$ cat src/rtl/cipher_pkg.sv
// rtl/cipher_pkg.sv - shared mode encoding and default widths for the cipher pipeline
package cipher_pkg;

  typedef enum logic {
    ENC = 1'b0,
    DEC = 1'b1
  } mode_e;

  localparam int N_DEF   = 8;
  localparam int ROT_DEF = 3;

endpackage

$ cat src/rtl/cipher_slice.sv
// rtl/cipher_slice.sv - one pipeline stage register with valid/ready hold logic
module cipher_slice #(
  parameter int W = 8
) (
  input  logic         clock,
  input  logic         reset_n,
  input  logic         in_valid,
  input  logic [W-1:0] in_payload,
  output logic         in_ready,
  output logic         out_valid,
  output logic [W-1:0] out_payload,
  input  logic         out_ready
);

  logic         valid_q, valid_d;
  logic [W-1:0] payload_q, payload_d;

  // Load when empty or when the current beat leaves in this same cycle.
  always_comb begin
    in_ready  = !valid_q || out_ready;
    valid_d   = valid_q;
    payload_d = payload_q;
    if (in_ready) begin
      valid_d = in_valid;
      if (in_valid) begin
        payload_d = in_payload;
      end
    end
  end

  always_ff @(posedge clock or negedge reset_n) begin
    if (!reset_n) begin
      valid_q   <= 1'b0;
      payload_q <= '0;
    end else begin
      valid_q   <= valid_d;
      payload_q <= payload_d;
    end
  end

  assign out_valid   = valid_q;
  assign out_payload = payload_q;

endmodule

$ cat src/rtl/cipher_pipe.sv
// rtl/cipher_pipe.sv - five-stage invertible bit-scrambling pipeline with per-beat ENC/DEC mode
module cipher_pipe
  import cipher_pkg::*;
#(
  parameter int N   = N_DEF,
  parameter int ROT = ROT_DEF
) (
  input  logic         clock,
  input  logic         reset_n,
  input  logic         in_valid,
  output logic         in_ready,
  input  logic         in_mode,
  input  logic [N-1:0] in_key,
  input  logic [N-1:0] in_data,
  output logic         out_valid,
  input  logic         out_ready,
  output logic         out_mode,
  output logic [N-1:0] out_data,
  output logic         busy
);

  localparam int NS = 5;
  localparam int PW = 1 + 2 * N;

  typedef struct packed {
    logic         valid;
    mode_e        mode;
    logic [N-1:0] key;
    logic [N-1:0] word;
  } stage_t;

  function automatic logic [N-1:0] rol(input logic [N-1:0] x);
    return (x << ROT) | (x >> (N - ROT));
  endfunction

  function automatic logic [N-1:0] ror(input logic [N-1:0] x);
    return (x >> ROT) | (x << (N - ROT));
  endfunction

  function automatic logic [N-1:0] rev(input logic [N-1:0] x);
    logic [N-1:0] y;
    for (int b = 0; b < N; b++) begin
      y[N-1-b] = x[b];
    end
    return y;
  endfunction

  // DEC applies the inverse ENC operations in reverse order.
  function automatic logic [N-1:0] stage_op(input int idx, input mode_e m,
                                            input logic [N-1:0] w, input logic [N-1:0] k);
    logic [N-1:0] r;
    r = w;
    if (m == ENC) begin
      case (idx)
        0:       r = w ^ k;
        1:       r = rol(w);
        2:       r = ~w;
        3:       r = rev(w);
        default: r = ror(w);
      endcase
    end else begin
      case (idx)
        0:       r = rol(w);
        1:       r = rev(w);
        2:       r = ~w;
        3:       r = ror(w);
        default: r = w ^ k;
      endcase
    end
    return r;
  endfunction

  logic              accept_en_q, accept_en_d;
  stage_t            st_in [NS];
  stage_t            st_q  [NS];
  logic   [NS-1:0]   vld_q;
  logic   [PW-1:0]   pay_q [NS];
  logic   [NS-1:0]   rdy;
  logic   [NS-1:0]   dn_rdy;

  // Holds in_ready low until the first edge after reset release.
  always_comb begin
    accept_en_d = 1'b1;
  end

  always_ff @(posedge clock or negedge reset_n) begin
    if (!reset_n) begin
      accept_en_q <= 1'b0;
    end else begin
      accept_en_q <= accept_en_d;
    end
  end

  always_comb begin
    st_in[0].valid = in_valid & accept_en_q;
    st_in[0].mode  = mode_e'(in_mode);
    st_in[0].key   = in_key;
    st_in[0].word  = stage_op(0, mode_e'(in_mode), in_data, in_key);
    for (int i = 1; i < NS; i++) begin
      st_in[i]      = st_q[i-1];
      st_in[i].word = stage_op(i, st_q[i-1].mode, st_q[i-1].word, st_q[i-1].key);
    end
  end

  assign dn_rdy = {out_ready, rdy[NS-1:1]};

  for (genvar g = 0; g < NS; g++) begin : g_stage
    cipher_slice #(
      .W(PW)
    ) u_slice (
      .clock      (clock),
      .reset_n    (reset_n),
      .in_valid   (st_in[g].valid),
      .in_payload (st_in[g][PW-1:0]),
      .in_ready   (rdy[g]),
      .out_valid  (vld_q[g]),
      .out_payload(pay_q[g]),
      .out_ready  (dn_rdy[g])
    );
    assign st_q[g] = stage_t'({vld_q[g], pay_q[g]});
  end

  assign in_ready  = accept_en_q & rdy[0];
  assign out_valid = st_q[NS-1].valid;
  assign out_mode  = st_q[NS-1].mode;
  assign out_data  = st_q[NS-1].word;
  assign busy      = |vld_q;

endmodule

$ cat config.mk
export PLATFORM = sky130hd
export DESIGN_NAME = cipher_pipe
export DESIGN_NICKNAME = d
export VERILOG_FILES = /design/src/rtl/cipher_pkg.sv /design/src/rtl/cipher_slice.sv /design/src/rtl/cipher_pipe.sv
export SDC_FILE = /design/constraint.sdc
export NUM_CORES = 1
export LEC_CHECK = 0
export CAP_MARGIN = 5
export CORE_MARGIN = 10
export CORE_UTILIZATION = 48
export DETAILED_ROUTE_END_ITERATION = 10
export HOLD_SLACK_MARGIN = 0.12
export PLACE_DENSITY = 0.69
export SETUP_SLACK_MARGIN = 0.05
export SLEW_MARGIN = 10
export SYNTH_ARGS = -nofsm -noshare
export SYNTH_HDL_FRONTEND = slang
export SYNTH_SLANG_ARGS = --single-unit
$ cat constraint.sdc
create_clock -name clock -period 2.4 [get_ports clock]
set_input_delay 0.36 -clock clock [delete_from_list [all_inputs] [get_ports clock]]
set_output_delay 0.36 -clock clock [all_outputs]
set_load 0.005 [all_outputs]
==> impl_metrics.tcl <==
set metrics [dict create \
    status "finished, final reports clean" \
    drv_slew 0 \
    antenna_left 0 \
    postCtsResizedCells 0 \
    switching_power_mw 1.17 \
    max_freq_ghz 0.457 \
    layout_common_cells "83 x dfrtp_1, 59 x mux2_2, 31 x clkdlybuf4s50_1" \
    synth_area_leaders "dfrtp_1 58%, mux2_2 18%, mux2_4 4.2%" \
    power.density_mw_per_mm2 1020 \
    avgSynthCellArea_um2 13.2 \
    ys_seq_area_share_pct 57.7 \
    fp.dieH_um 107 \
    multi_input_comb_area_mm2 0.00143 \
    area_growth_pct 19.0 \
    synth-seq-cells 83 \
    relSlewSlack_pct 62.9 \
    worst_setup_path_end_kind "output port" \
    nets 328 \
    grt_pass1_vias 2221 \
    grt_first_pass_wirelength_um 11000 \
    pwr-share-seq_pct 49.0 \
    place_hpwl_um 4370 \
    power.clock.fraction_pct 28.0 \
    h-tree-depth 3 \
    wl_per_cell_um 14.6 \
    filler_cell_count 651 \
    setup_viol 0 \
    min_path_type "flip-flop to flip-flop" \
    grt_max_degree 45 \
    crit_fanout 4 \
    synth_warnings 0 \
    syn_area_mm2 0.00360 \
    first_iter_violations 51 \
    antenna_found_initial 0 \
    grt-ovfl-total 0 \
    drc_errors 0 \
    drive_gt1_share_pct 30.4 \
    skew_ps 6.21 \
    layout_commonest_cell "dfrtp_1" \
    syn_nets 294 \
    cts_tree "built" \
    cts_made_buffers 9 \
    register_area_mm2 0.00208 \
    die-area_mm2 0.0114 \
    clk_path_buf_depth 2 \
    synthCells 273 \
    combPwrFrac_pct 23.0 \
    ys.flop_type "dfrtp_1" \
    critPathRequiredTime_ps 2040 \
    period_minus_slack_ps 2190 \
    timing.rr.start "g_stage[4].u_slice.out_valid$_DFFE_PN0P_" \
    final_util_pct 58.8 \
    critPathArrivalTime_ps 1830 \
    tns_ps 0 \
    yosysUniqueCellTypes 27 \
    fin_crit_sh_pct 91.1 \
    hold_violations 0 \
    ys_async_sr_fraction_pct 100 \
    leakage_nw 1.84 \
    p_int_mw 3.22 \
    synth-edff-count 0 \
    start_kind "input port" \
    clk_latency_ps 360 \
    path_class "input port to output port" \
    synth_top_cell_area_share_pct 57.7 \
    port_buffers 32 \
    place.gp.congestion 0.723 \
    rsz0062_at_grt "no" \
    wl_um 5990 \
    worst_pin_slew_ps 557 \
    diodes 0 \
    floorplan.initialDensity_pct 49.4 \
    hp-start "g_stage[1].u_slice.out_payload[7]$_DFFE_PN0P_" \
    grtUsageTotal_pct 11.8 \
    switching_share_pct 26.6 \
    cts_sinks 83 \
    drtPass1Iterations 4 \
    synth_top_area_cell "dfrtp_1" \
    cp-startpoint "out_ready" \
    rows 31 \
    die_w_um 107 \
    core_mm2 0.00729 \
    vdd_drop_max_mv 0.390 \
    avgViaCountPerCell 5.21 \
    maxCapViolations 0 \
    num_vias 2142 \
    ctsRootBufferMaster "clkbuf_8" \
    ioPinCount 33 \
    clk_pin_slew_worst_paths_ps 80 \
]
[state kept, by name, indices dropped and copies added (netlist names)]
name,flops
accept_en_q,1
g_stage.u_slice.out_valid,5
g_stage.u_slice.out_payload,77
[critical path: stages]
cell             delay (ps)
clkdlybuf4s50_1         440
and4b_4                 340
nand3_1                  90
and2_1                  170
clkdlybuf4s50_1         440
[cells by family (layout without fill, tap and decap cells)]
| group | count (synthesis) | count (layout) | share of synthesized area (%) |
|---|---|---|---|
| buffers and inverters | 17 | 56 | 2.54 |
| AO/OA/AOI/OAI | 47 | 47 | 7.02 |
| multiplexers | 75 | 75 | 24.3 |
| AND/OR/NAND/NOR | 34 | 34 | 4.48 |
| XOR/XNOR | 16 | 16 | 3.89 |
| other | 1 | 1 | 0.104 |
| flip-flops | 83 | 83 | 57.7 |
[final cells by class]
cell class | count | area share [%]
multi-input cells | 173 | 33.4
repair buffers | 39 | 9.28
clock inverters | 6 | 2.63
well taps | 99 | 2.89
inverters | 1 | 0.0876
clock buffers | 10 | 3.21
flip-flops and latches | 83 | 48.5
[cell usage after synthesis, drive strengths merged (3+ instances only)]
| cell | n |
|---|---|
| a21oi | 14 |
| a31oi | 6 |
| buf | 5 |
| clkbuf | 11 |
| dfrtp | 83 |
| mux2 | 69 |
| mux2i | 6 |
| nand2 | 15 |
| nand2b | 3 |
| nor2 | 10 |
| o21ai | 25 |
| xnor2 | 16 |
[layer usage]
layer  global-route usage (%)  routed length, um  vias to the layer above
li1                         -                  -                     1027
met4                     5.51                108                        0
met5                        0                  0                        -
met3                     3.95                331                       10
met1                     15.2               2840                     1059
met2                     17.5               2710                       46
[metrics by stage]
| stage | cell area (um2) | power [mW] | hold slack (ps) | instances | worst slack (ps) |
|---|---|---|---|---|---|
| after global placement | 4030 | 3.17 | 393 | 394 | 217 |
| final | 4290 | 4.39 | 467 | 411 | 212 |
| after global routing | 4290 | 4.70 | 490 | 411 | 104 |
| after detailed placement | 4030 | 3.22 | 394 | 394 | 192 |
| after CTS | 4290 | 4.44 | 472 | 411 | 191 |
| after floorplan | 3600 | 2.80 | 64.4 | 273 | 831 |
[final timing paths]
check                                                                     end  slack (ps)  cells after the start
worst max-delay path                                                 in_ready         210                      5
worst min-delay path            g_stage[2].u_slice.out_payload[7]$_DFFE_PN0P_         470                      1
worst max register to register  g_stage[0].u_slice.out_payload[2]$_DFFE_PN0P_         690                      5
worst min register to register  g_stage[2].u_slice.out_payload[7]$_DFFE_PN0P_         470                      1
max in group asynchronous       g_stage[0].u_slice.out_payload[2]$_DFFE_PN0P_        1260                      3
min in group asynchronous            g_stage[4].u_slice.out_valid$_DFFE_PN0P_         530                      2
[power by group through the flow]
stage | clock (mW) | sequential (mW) | combinational [mW]
3_3_place_gp | 0 | 2.17 | 1.00
4_1_cts | 1.25 | 2.16 | 1.03
2_1_floorplan | 0 | 2.04 | 0.760
5_1_grt | 1.33 | 2.23 | 1.15
3_5_place_dp | 0 | 2.19 | 1.03
6_report | 1.23 | 2.15 | 1.01
[repair_timing]
| item | 4_1_cts | 5_1_grt |
|---|---|---|
| setup endpoints to repair | 0 | 0 |
| hold buffers | 1 | 0 |
| hold endpoints to repair | 43 | 0 |
| buffers inserted | 0 | 0 |
Note: power is estimated with default switching activity, not from simulation.
